File: src/rtl/stp_phase_drv_if.sv
// stp_phase_drv_if: step/direction inputs and coil-drive outputs of the phase sequencer
//   en        : driver enable (0 forces coils off)
//   dir       : step direction, 1 = CW, 0 = CCW
//   pulse     : step request, each 0->1 transition is one step
//   coil      : coil drive {A,B,C,D}, 1 = energized
//   pos_o     : step count modulo 256
//   energized : 1 while coil drives a phase pattern
// master drives the step inputs; slave is the sequencer.
interface stp_phase_drv_if;
    logic       en;
    logic       dir;
    logic       pulse;
    logic [3:0] coil;
    logic [7:0] pos_o;
    logic       energized;
    modport master (output en, dir, pulse, input coil, pos_o, energized);
    modport slave  (input en, dir, pulse, output coil, pos_o, energized);
endinterface

File: src/rtl/stp_phase_drv.sv
// stp_phase_drv: stepper coil phase sequencer with wrap-around step count and idle de-energize
//   clk_i     : system clock (1 kHz nominal)
//   rst_i     : asynchronous active-high reset
//   bus       : stp_phase_drv_if.slave (en, dir, pulse in; coil, pos_o, energized out)
//   IDLE_TO   : idle clocks without a step before the coils relax, 0 disables (0..65535)
// Build option: define STP_HALF_STEP_EN for the 8-entry half-step table; otherwise
// the 4-entry full-step two-phase-on table is used.
module stp_phase_drv #(
    parameter int IDLE_TO = 1000
) (
    input logic           clk_i,
    input logic           rst_i,
    stp_phase_drv_if.slave bus
);
`ifdef STP_HALF_STEP_EN
    localparam int IW = 3;
`else
    localparam int IW = 2;
`endif
    localparam logic [IW-1:0] IDX_ONE = IW'(1);

    typedef enum logic [1:0] {S_OFF, S_HOLD, S_RELAX} state_t;

    state_t        r_state, w_state_nxt;
    logic [IW-1:0] r_idx, w_idx_nxt, w_idx_step;
    logic [7:0]    r_pos, w_pos_nxt, w_pos_step;
    logic [15:0]   r_cnt, w_cnt_nxt, w_cnt_inc;
    logic [3:0]    r_coil, w_coil_nxt;
    logic          r_energized, w_energized_nxt;
    logic          r_pulse_q;
    logic          w_rise, w_timeout;

    function automatic logic [3:0] phase(input logic [IW-1:0] i);
`ifdef STP_HALF_STEP_EN
        case (i)
            3'd0:    phase = 4'b1000;
            3'd1:    phase = 4'b1100;
            3'd2:    phase = 4'b0100;
            3'd3:    phase = 4'b0110;
            3'd4:    phase = 4'b0010;
            3'd5:    phase = 4'b0011;
            3'd6:    phase = 4'b0001;
            default: phase = 4'b1001;
        endcase
`else
        case (i)
            2'd0:    phase = 4'b1100;
            2'd1:    phase = 4'b0110;
            2'd2:    phase = 4'b0011;
            default: phase = 4'b1001;
        endcase
`endif
    endfunction

    assign w_rise     = bus.pulse & ~r_pulse_q;
    assign w_idx_step = bus.dir ? r_idx + IDX_ONE : r_idx - IDX_ONE;
    assign w_pos_step = bus.dir ? r_pos + 8'd1 : r_pos - 8'd1;
    assign w_cnt_inc  = (r_cnt == 16'hFFFF) ? r_cnt : r_cnt + 16'd1;
    // Fires on the edge where the counter would reach IDLE_TO; never true for IDLE_TO=0.
    assign w_timeout  = ({1'b0, r_cnt} + 17'd1) == 17'(IDLE_TO);

    always_comb begin
        w_state_nxt     = r_state;
        w_idx_nxt       = r_idx;
        w_pos_nxt       = r_pos;
        w_cnt_nxt       = r_cnt;
        w_coil_nxt      = 4'b0000;
        w_energized_nxt = 1'b0;
        case (r_state)
            S_OFF: begin
                if (bus.en) begin
                    w_state_nxt     = S_HOLD;
                    w_cnt_nxt       = 16'd0;
                    w_coil_nxt      = phase(r_idx);
                    w_energized_nxt = 1'b1;
                end
            end
            S_HOLD, S_RELAX: begin
                if (!bus.en) begin
                    w_state_nxt = S_OFF;
                end else if (w_rise) begin
                    // A step beats a coincident timeout and wakes RELAX.
                    w_state_nxt     = S_HOLD;
                    w_idx_nxt       = w_idx_step;
                    w_pos_nxt       = w_pos_step;
                    w_cnt_nxt       = 16'd0;
                    w_coil_nxt      = phase(w_idx_step);
                    w_energized_nxt = 1'b1;
                end else if (r_state == S_HOLD) begin
                    w_cnt_nxt       = w_cnt_inc;
                    w_state_nxt     = w_timeout ? S_RELAX : S_HOLD;
                    w_coil_nxt      = w_timeout ? 4'b0000 : phase(r_idx);
                    w_energized_nxt = ~w_timeout;
                end
            end
            default: w_state_nxt = S_OFF;
        endcase
    end

    always_ff @(posedge clk_i or posedge rst_i) begin
        if (rst_i) begin
            r_state     <= S_OFF;
            r_idx       <= '0;
            r_pos       <= 8'd0;
            r_cnt       <= 16'd0;
            r_coil      <= 4'b0000;
            r_energized <= 1'b0;
            r_pulse_q   <= 1'b0;
        end else begin
            r_state     <= w_state_nxt;
            r_idx       <= w_idx_nxt;
            r_pos       <= w_pos_nxt;
            r_cnt       <= w_cnt_nxt;
            r_coil      <= w_coil_nxt;
            r_energized <= w_energized_nxt;
            r_pulse_q   <= bus.pulse;
        end
    end

    assign bus.coil      = r_coil;
    assign bus.pos_o     = r_pos;
    assign bus.energized = r_energized;
endmodule

File: src/flat_wrapper.sv
// flat-port wrapper written by rule: the top's interface ports become plain ports
module stp_phase_drv_flat 
#(
    parameter int IDLE_TO = 1000
)
  (clk_i, rst_i, bus_en, bus_dir, bus_pulse, bus_coil, bus_pos_o, bus_energized);
  stp_phase_drv_if bus_i ();
  input logic clk_i;
  input logic rst_i;
  input wire logic [$bits(bus_i.en)-1:0] bus_en;
  input wire logic [$bits(bus_i.dir)-1:0] bus_dir;
  input wire logic [$bits(bus_i.pulse)-1:0] bus_pulse;
  output wire logic [$bits(bus_i.coil)-1:0] bus_coil;
  output wire logic [$bits(bus_i.pos_o)-1:0] bus_pos_o;
  output wire logic [$bits(bus_i.energized)-1:0] bus_energized;
  assign bus_i.en = bus_en;
  assign bus_i.dir = bus_dir;
  assign bus_i.pulse = bus_pulse;
  assign bus_coil = bus_i.coil;
  assign bus_pos_o = bus_i.pos_o;
  assign bus_energized = bus_i.energized;
  stp_phase_drv #(.IDLE_TO(IDLE_TO)) u_core (.clk_i(clk_i), .rst_i(rst_i), .bus(bus_i));
endmodule
File: config.mk
export PLATFORM = sky130hd
export DESIGN_NAME = stp_phase_drv_flat
export DESIGN_NICKNAME = d
export VERILOG_FILES = /design/src/rtl/stp_phase_drv_if.sv /design/src/rtl/stp_phase_drv.sv /design/src/flat_wrapper.sv
export SDC_FILE = /design/constraint.sdc
export NUM_CORES = 1
export LEC_CHECK = 0
export ABC_AREA = 1
export BUFFER_PORTS_ARGS = -buffer_cell sky130_fd_sc_hd__buf_2
export CAP_MARGIN = 20
export CORE_ASPECT_RATIO = 0.6
export CORE_MARGIN = 2
export CORE_UTILIZATION = 65
export CTS_CLUSTER_DIAMETER = 100
export DETAILED_ROUTE_END_ITERATION = 10
export PLACE_DENSITY = 0.91
export SLEW_MARGIN = 15
export SYNTH_ARGS = -nofsm -noshare
export SYNTH_HDL_FRONTEND = slang
export SYNTH_SLANG_ARGS = --single-unit
export TNS_END_PERCENT = 5
File: constraint.sdc
create_clock -name clk_i -period 3 [get_ports clk_i]
set_clock_uncertainty 0.1 [all_clocks]
set_input_delay 0.45 -clock clk_i [delete_from_list [all_inputs] [get_ports clk_i]]
set_output_delay 0.45 -clock clk_i [all_outputs]
set_load 0.005 [all_outputs]
==> results of run 1 <==
[worst max-delay path by stage]
stage	end	slack [ps]	cells past startpoint
detailed placement	u_core.bus.pos_o[6]	600	11
floorplan	u_core.bus.coil[3]	1030	10
global placement	u_core.bus.pos_o[6]	670	11
finish	u_core.r_cnt[10]	730	8
global route	u_core.r_state[0]	530	14
CTS	u_core.r_cnt[11]	740	8
[critical path: cells and delay by family (launching register included)]
kind	cells	cell delay, ps
buf+inv	1	180
fa+ha+maj	1	250
flops	1	510
compound gates	2	380
simple gates	4	730
[layer usage]
metal  global-route usage [%]  vias up  wire length (µm)
met2                    43.09       78              2234
met4                    6.944        0                57
met1                    40.97      980              2400
met3                    5.935       12               384
met5                        0        -                 0
li1                         -     1009                 -
[registers in the layout, summed over array words and instances (netlist names)]
name                  flops
u_core.r_pulse_q          1
u_core.r_idx              2
u_core.bus.energized      1
u_core.r_cnt             16
u_core.bus.pos_o          8
u_core.bus.coil           4
u_core.r_state            2
[final cells by class]
type                       count  share of cell area [%]
clock buffer                   5                   2.648
timing repair buffer          18                   3.563
clock inverter                 3                   1.541
tap                           45                   2.167
sequential                    34                   32.74
multi-input combinational    215                   50.75
inverter                      45                   6.596
[cell families (layout without fill, tap and decap cells)]
logic type,Yosys count,after routing
fa+ha+maj,20,20
compound gates,47,47
buf+inv,50,71
simple gates,138,138
xor+xnor,10,10
flops,34,34
[power by group]
part	internal [mW]	total [mW]	switching, mW
registers	0.575	0.698	0.122
clock network	0.244	0.419	0.175
logic	0.360	0.914	0.555
total	1.18	2.03	0.852
[layout by cell type (no fill, tap or decap), drive strengths merged]
cell type  Yosys  routed
fa             1       1
inv           44      44
clkinv         1       3
bufinv         0       1
nand3b         1       1
o211ai         1       1
or2            3       3
nand2         75      75
xor2           6       6
nand4         10      10
nand3         20      20
xnor2          4       4
buf            2      18
nor2          26      26
o221ai         1       1
o21bai         1       1
o21ai         23      23
nor3           3       3
a21oi         10      10
clkbuf         3       5
a22o           1       1
ha            19      19
dfrtp         34      34
a31oi          2       2
o22ai          8       8
[stage by stage]
stage                     util, %  hold slack [ps]
final                       77.27            134.0
after global routing        77.27            177.5
after CTS                   77.27            166.6
after detailed placement    74.03            378.7
after global placement      74.03            381.3
after floorplan                 -            369.3
==> impl_metrics.json, run 1 <==
{
  "status": "finished clean",
  "fillerInstances": 240,
  "ys_async_sr_fraction_pct": 100.0,
  "reg2reg_slack_ps": 730,
  "wl_um": 5077,
  "path_class": "reg -> reg",
  "clkSinkCount": 34,
  "syn_avg_cell_area_um2": 7.921,
  "start_kind": "register",
  "seqCellArea_um2": 850.8,
  "netlist.top_cell.by_area": "dfrtp_1",
  "dp_hpwl_um": 3897,
  "rr_endpoint": "u_core.r_cnt[10]",
  "fmax_ghz": 0.4399,
  "synth_top_area_share_pct": 35.92,
  "drive_gt1_share_pct": 19.06,
  "grt_pass1_vias": 1892,
  "viasPerCell": 5.696,
  "synth_xor_area_share_pct": 3.698,
  "setup.worst_path.start": "u_core.r_cnt[0]",
  "final_area_mm2": 0.002599,
  "relSlewSlack_pct": 69.61,
  "worstPathCellList": "ha_1, nand3_2, nor3_2, nand4_2, o221ai_4, inv_4, nand2_4, o22ai_2",
  "cpPeakStageDelay_ps": 510,
  "drt-pass1-iter-count": 5,
  "diodes": 0,
  "period_needed_ps": 2273,
  "clk_pin_slew_worst_paths_ps": 80,
  "tightest_slew_ps": 454.1,
  "ant_nets": 0,
  "track_usage_pct": 28.23,
  "rsz0062_at_grt": "no",
  "ios": 18,
  "grt_start_max_net_pins": 35,
  "postCtsSetupBuffers": 0,
  "place_inst": 357,
  "clk_latency_ps": 290,
  "cts_tree": "yes",
  "die_width_um": 81.93,
  "synth_top_family_by_area": "simple AND/OR/NAND/NOR gates",
  "grt_overflow": 0,
  "setup_viol": 0,
  "synth_compound_area_share_pct": 13.79,
  "dieArea_mm2": 0.004159,
  "worst_path_max_delay_cell": "dfrtp_1",
  "ys_warn_count": 0,
  "tns_ps": 0,
  "place_area_mm2": 0.002490,
  "finalNetCount": 344,
  "clock-root-buffer": "clkbuf_8",
  "yosys.area_share.simple_pct": 27.31,
  "numCtsBuffers": 5,
  "initial_core_util_pct": 70.42,
  "drv_cap": 0,
  "antenna_found_initial": 0,
  "die_h_um": 50.76,
  "synth_edf_count": 0,
  "critical_path.endpoint_type": "register",
  "powerDensity_mw_per_mm2": 781.8,
  "path_max_fanout": 18,
  "routed-via-count": 2079,
  "h-tree-depth": 2,
  "hold_viol": 0,
  "reg2regPathDepth": 8,
  "cts_buffer_depth": 2,
  "muxShareOfSynthArea_pct": 0,
  "fin_ws_ps": 726.6,
  "synth.most_common_cell": "nand2_1",
  "stdcell_count": 365,
  "ys.flop_type": "dfrtp_1",
  "gp_congestion": 0.9486,
  "synth_area_mm2": 0.002369,
  "ys_seq_elements": 34,
  "min_period_over_period_pct": 75.78,
  "ctsResizeCount": 0,
  "postSynthCellCount": 299,
  "syn-num-nets": 324,
  "wire_per_inst_um": 13.91,
  "area_growth_pct": 9.720,
  "hold_buffers": 0,
  "final_max_slew_viol_count": 0,
  "rows": 16,
  "core_mm2": 0.003363,
  "total_power_mw": 2.032,
  "portBuffers": 17,
  "hold_path.class": "in -> async",
  "r2r-start": "u_core.r_cnt[0]",
  "leakage_nw": 1.243,
  "seq_area_frac_synth_pct": 35.92,
  "dpl_worst_slack_ps": 595.3,
  "synth_area_leaders": "dfrtp_1 (36%), nand2_1 (11%), ha_1 (10%)",
  "grt_pass1_wl_um": 8714,
  "critical_path_required_ps": 3070,
  "ys_types": 37,
  "drtIter0Drc": 186,
  "synthTopCellsByCount": "nand2_1 (72), inv_1 (38), dfrtp_1 (34), ha_1 (19)",
  "drcViolationCount": 0,
  "cp.arrival_ps": 2340,
  "synth_fa_ha_area_share_pct": 10.88,
  "multiInputGateArea_mm2": 0.001319,
  "ir_worst_vdd_mv": 0.4980
}
Note: power is estimated with default switching activity, not from simulation.
==> inputs of run 2 (changes only) <==
- ABC_AREA: 1 -> 0
- CORE_UTILIZATION: 65 -> 61
- PLACE_DENSITY: 0.91 -> 0.86
- clock period: 3 -> 2.29 ns (I/O delays scaled with it)
==> run 2 against run 1 <==
Net effect:
- power rose by 45%
- via count up 17%
- global-route usage grew 0.26 points
- largest cell class unchanged
==> impl_metrics.json, run 2 <==
{
  "critical_path_required_ps": 2380,
  "path_max_fanout": 10,
  "wire_per_inst_um": 17.02,
  "drtIter0Drc": 264,
  "status": "finished clean",
  "ys.flop_type": "dfrtp_1",
  "stdcell_count": 379,
  "postSynthCellCount": 287,
  "die_h_um": 54.46,
  "die_width_um": 88.10,
  "synth.most_common_cell": "dfrtp_1",
  "start_kind": "register",
  "grt_start_max_net_pins": 24,
  "cts_buffer_depth": 2,
  "path_class": "reg -> reg",
  "syn-num-nets": 312,
  "hold_viol": 0,
  "area_growth_pct": 12.61,
  "ys_async_sr_fraction_pct": 100.0,
  "finalNetCount": 343,
  "cpPeakStageDelay_ps": 520,
  "synth_top_family_by_area": "compound AO/OA/AOI/OAI gates",
  "crit_family": "compound AO/OA/AOI/OAI gates",
  "synth_area_leaders": "dfrtp_1 (33%), ha_1 (9.2%), nand2_1 (4.1%)",
  "yosys.area_share.simple_pct": 22.28,
  "core_mm2": 0.004099,
  "hold_path.class": "in -> reg",
  "synth_fa_ha_area_share_pct": 9.957,
  "grt_overflow": 0,
  "dpl_worst_slack_ps": -42.79,
  "drive_gt1_share_pct": 20.06,
  "worstPathCellList": "nand3_1, a22o_1, a221oi_1, and4b_2, o41ai_4",
  "setup.worst_path.start": "u_core.r_cnt[4]",
  "largest_register": "u_core.r_cnt",
  "critical_path.endpoint_type": "register",
  "fin_hold_ws_ps": 105.6,
  "portBuffers": 17,
  "final_max_slew_viol_count": 0,
  "routed-via-count": 2436,
  "synth_area_mm2": 0.002589,
  "ant_nets": 0,
  "period_needed_ps": 2182,
  "diodes": 0,
  "grt_pass1_wl_um": 10280,
  "cp.depth": 5,
  "min_period_over_period_pct": 95.26,
  "ir_worst_vdd_mv": 0.8368,
  "layout.cells.most_common": "dfrtp_1",
  "cp.arrival_ps": 2270,
  "relSlewSlack_pct": 69.08,
  "fmax_ghz": 0.4584,
  "powerDensity_mw_per_mm2": 1011,
  "initial_core_util_pct": 63.16,
  "place_inst": 370,
  "drcViolationCount": 0,
  "cts_tree": "yes",
  "gp_congestion": 1.024,
  "synth_compound_area_share_pct": 23.83,
  "cp-endpoint": "u_core.bus.coil[0]",
  "track_usage_pct": 28.49,
  "ys_warn_count": 0,
  "total_power_mw": 2.947,
  "place_area_mm2": 0.002775,
  "critPathBufInv": 0,
  "dieArea_mm2": 0.004798,
  "rsz0062_at_grt": "no",
  "mostFrequentLayoutCells": "dfrtp_1 (34), nand2_1 (28), buf_4 (23)",
  "drv_cap": 0,
  "synth_xor_area_share_pct": 2.030,
  "dp_hpwl_um": 4748,
  "synthTopCellsByCount": "dfrtp_1 (34), nand2_1 (28), o21ai_0 (20), ha_1 (19), nor2_1 (19)",
  "clk_pin_slew_worst_paths_ps": 70,
  "seq_area_frac_synth_pct": 32.87,
  "leakage_nw": 1.296,
  "muxShareOfSynthArea_pct": 1.208,
  "synth_top_area_share_pct": 32.87,
  "synth_edf_count": 0,
  "ys_types": 63,
  "rows": 18,
  "rr_endpoint": "u_core.bus.coil[0]",
  "clk_latency_ps": 290,
  "tns_ps": 0,
  "syn_avg_cell_area_um2": 9.020,
  "fin_ws_ps": 108.4,
  "tightest_slew_ps": 462.3,
  "viasPerCell": 6.427,
  "clock-root-buffer": "clkbuf_8",
  "antenna_found_initial": 0,
  "grt_pass1_vias": 2141,
  "h-tree-depth": 2,
  "ios": 18,
  "utilization_pct": 71.12,
  "final_area_mm2": 0.002915,
  "drt-pass1-iter-count": 5,
  "worst_path_max_delay_cell": "dfrtp_1",
  "numCtsBuffers": 5,
  "clkSinkCount": 34,
  "reg2regPathDepth": 5,
  "wl_um": 6450,
  "r2r-start": "u_core.r_cnt[4]",
  "largest_register_ffs": 16,
  "reg2reg_slack_ps": 110,
  "setup_viol": 0,
  "netlist.top_cell.by_area": "dfrtp_1",
  "ys_seq_elements": 34
}
## run 2: cell types whose count changed after synthesis, sizes merged, moves of 5 or more
cell / change
nand2: -47
buf: +5
o31ai: +6
inv: -29
o22ai: -6
nor3: +8
clkbuf: +7
nand3: -5
a22o: +5
nor2: -7
xor2: -5
a21o: +5
## run 2: repair_timing
item	CTS	global route
setup endpoints to repair	0	14
setup buffers	0	0
hold buffers	1	0
hold endpoints to repair	11	0
resized for setup	0	7
## run 2: worst reg2reg max path, cell delays in order (launching register included)
cell	delay, ps
dfrtp_1	520
nand3_1	210
a22o_1	270
a221oi_1	310
and4b_2	350
o41ai_4	330
## run 2: area by class of cell
type	count	area [µm²]
Timing Repair Buffer	41	267.8
Multi-Input combinational cell	221	1555
Tap cell	60	75.07
Clock buffer	8	110.1
Fill cell	325	1184
Sequential cell	34	850.8
Inverter	15	56.30
## run 2: kinds of logic (layout without fill, tap and decap cells)
logic type	after synthesis	in the layout
buffers and inverters	32	64
AND/OR/NAND/NOR	109	109
flip-flops	34	34
multiplexers	3	3
AO/OA/AOI/OAI	83	83
XOR/XNOR	6	6
adder cells (fa/ha/maj)	20	20
## run 2: how the worst min path moves through the flow
stage,start,endpoint,slack [ps],depth (start not counted)
floorplan,bus_pulse,u_core.r_pulse_q,270,0
global route,bus_pulse,u_core.r_pulse_q,100,1
CTS,bus_pulse,u_core.r_pulse_q,100,1
global placement,rst_i,u_core.r_cnt[10],280,2
finish,bus_pulse,u_core.r_pulse_q,110,1
detailed placement,rst_i,u_core.r_cnt[10],280,2
## run 2: power by group
| part | switching [mW] | total (mW) | internal [mW] |
|---|---|---|---|
| logic | 0.844 | 1.51 | 0.661 |
| clock network | 0.220 | 0.523 | 0.304 |
| registers | 0.157 | 0.918 | 0.761 |
| total | 1.22 | 2.95 | 1.73 |
## run 2: routing by layer
| layer | up-vias | share of wire (%) | global-route usage (%) | wire, µm |
|---|---|---|---|---|
| met3 | 18 | 10 | 9.653 | 670 |
| met1 | 1151 | 47 | 41.55 | 3014 |
| met4 | 0 | 1.5 | 9.596 | 99 |
| met2 | 129 | 41 | 39.39 | 2665 |
| met5 | - | 0 | 0 | 0 |
| li1 | 1138 | - | - | - |
==> inputs of run 3 (changes only) <==
- PLACE_DENSITY: 0.86 -> 0.9
==> run 3 against run 2 <==
Net effect:
- global-route usage rose by 0.77 points
- critical path type unchanged
- combinational power about the same
- core utilization down 0.82 points
- hold slack lost 72 ps
- sequential power is 1% higher
- routed wire length rose by 1.5%
- setup slack gained 2.2 ps
==> impl_metrics.json, run 3 (synthesis results as in run 2) <==
{
  "status": "finished clean",
  "initial_core_util_pct": 63.16,
  "mostFrequentLayoutCells": "dfrtp_1 (31), nand2_1 (28), o21ai_0 (20)",
  "path_max_fanout": 3,
  "largest_register": "u_core.r_cnt",
  "clk_pin_slew_worst_paths_ps": 80,
  "hold_viol": 0,
  "dp_hpwl_um": 4703,
  "min_period_over_period_pct": 95.17,
  "clkSinkCount": 34,
  "setup_viol": 0,
  "wire_per_inst_um": 17.50,
  "stdcell_count": 374,
  "place_inst": 366,
  "hold_path.class": "in -> async",
  "setup.worst_path.start": "u_core.bus.pos_o[2]",
  "critical_path.endpoint_type": "register",
  "multiInputGateArea_mm2": 0.001577,
  "clock-root-buffer": "clkbuf_8",
  "drt-pass1-iter-count": 5,
  "start_kind": "register",
  "final_max_slew_viol_count": 0,
  "grt_overflow": 0,
  "area_growth_pct": 11.31,
  "path_class": "reg -> reg",
  "routed-via-count": 2430,
  "largest_register_ffs": 16,
  "fmax_ghz": 0.4588,
  "antenna_found_initial": 0,
  "relSlewSlack_pct": 64.71,
  "leakage_nw": 1.257,
  "portBuffers": 17,
  "rows": 18,
  "layout.cells.most_common": "dfrtp_1",
  "die_h_um": 54.46,
  "seqCellArea_um2": 854.6,
  "r2r-start": "u_core.bus.pos_o[2]",
  "core_mm2": 0.004099,
  "drcViolationCount": 0,
  "numCtsBuffers": 5,
  "fillerInstances": 322,
  "die_width_um": 88.10,
  "ctsResizeCount": 0,
  "ir_worst_vdd_mv": 0.6895,
  "dieArea_mm2": 0.004798,
  "cp.arrival_ps": 2300,
  "track_usage_pct": 29.26,
  "grt_pass1_vias": 2156,
  "wl_um": 6546,
  "finalNetCount": 338,
  "tightest_slew_ps": 516.0,
  "critical_path_required_ps": 2410,
  "gp_congestion": 0.9680,
  "rsz0062_at_grt": "yes",
  "hold_buffers": 0,
  "cts_buffer_depth": 2,
  "cts_tree": "yes",
  "grt_pass1_wl_um": 10500,
  "drv_cap": 0,
  "total_power_mw": 2.932,
  "clk_latency_ps": 300,
  "drtIter0Drc": 254,
  "diodes": 0,
  "drive_gt1_share_pct": 19.75,
  "grt_start_max_net_pins": 35,
  "ant_nets": 0,
  "h-tree-depth": 2,
  "powerDensity_mw_per_mm2": 1017,
  "postCtsSetupBuffers": 0,
  "viasPerCell": 6.497,
  "ios": 18,
  "period_needed_ps": 2179
}
## run 3: metal layers
| metal | vias to the layer above | routed length [µm] | global-route usage [%] |
|---|---|---|---|
| met1 | 1130 | 3014 | 43.28 |
| met2 | 153 | 2706 | 40.15 |
| met4 | 0 | 102 | 9.091 |
| met3 | 18 | 721 | 9.502 |
| li1 | 1129 | - | - |
| met5 | - | 0 | 0 |
## run 3: metrics by stage
stage                     worst slack (ps)  util [%]  hold WS [ps]  TNS [ps]  cell area [µm²]
after floorplan                      57.26         -         274.9         0             2589
after global placement               26.26     66.97         356.3         0             2745
after detailed placement            -88.64     66.97         364.3    -88.64             2745
after CTS                            19.61     69.20         51.27         0             2836
after global routing                -21.28     70.30         79.24    -21.28             2882
final                                110.6     70.30         33.18         0             2882
## run 3: final timing paths
check	cells after the start	endpoint	slack [ps]
worst max-delay path	6	u_core.bus.pos_o[7]	110
worst min-delay path	3	u_core.bus.pos_o[3]	30
worst max register to register	6	u_core.bus.pos_o[7]	110
worst min register to register	2	u_core.bus.pos_o[3]	430
max in group asynchronous	3	u_core.r_cnt[3]	1710
min in group clk_i	1	u_core.r_pulse_q	90
## run 3: power breakdown
part | switching [mW] | internal, mW
Clock | 0.233 | 0.243
Sequential | 0.166 | 0.762
Combinational | 0.861 | 0.666
Total | 1.26 | 1.67
## run 3: final cells by class
type	count	area share [%]
clock buffers	7	2.996
clock inverters	1	0.1737
inverters	15	1.954
multi-input cells	221	54.71
flip-flops and latches	34	29.66
well taps	60	2.605
repair buffers	36	7.903
## run 3: critical path, cell delays in order (launching register included)
cell and delay, ps:
dfrtp_1 410, ha_1 310, o21ai_0 250, o21bai_1 140, a2111o_1 440, a2111o_1 360, o211ai_1 80
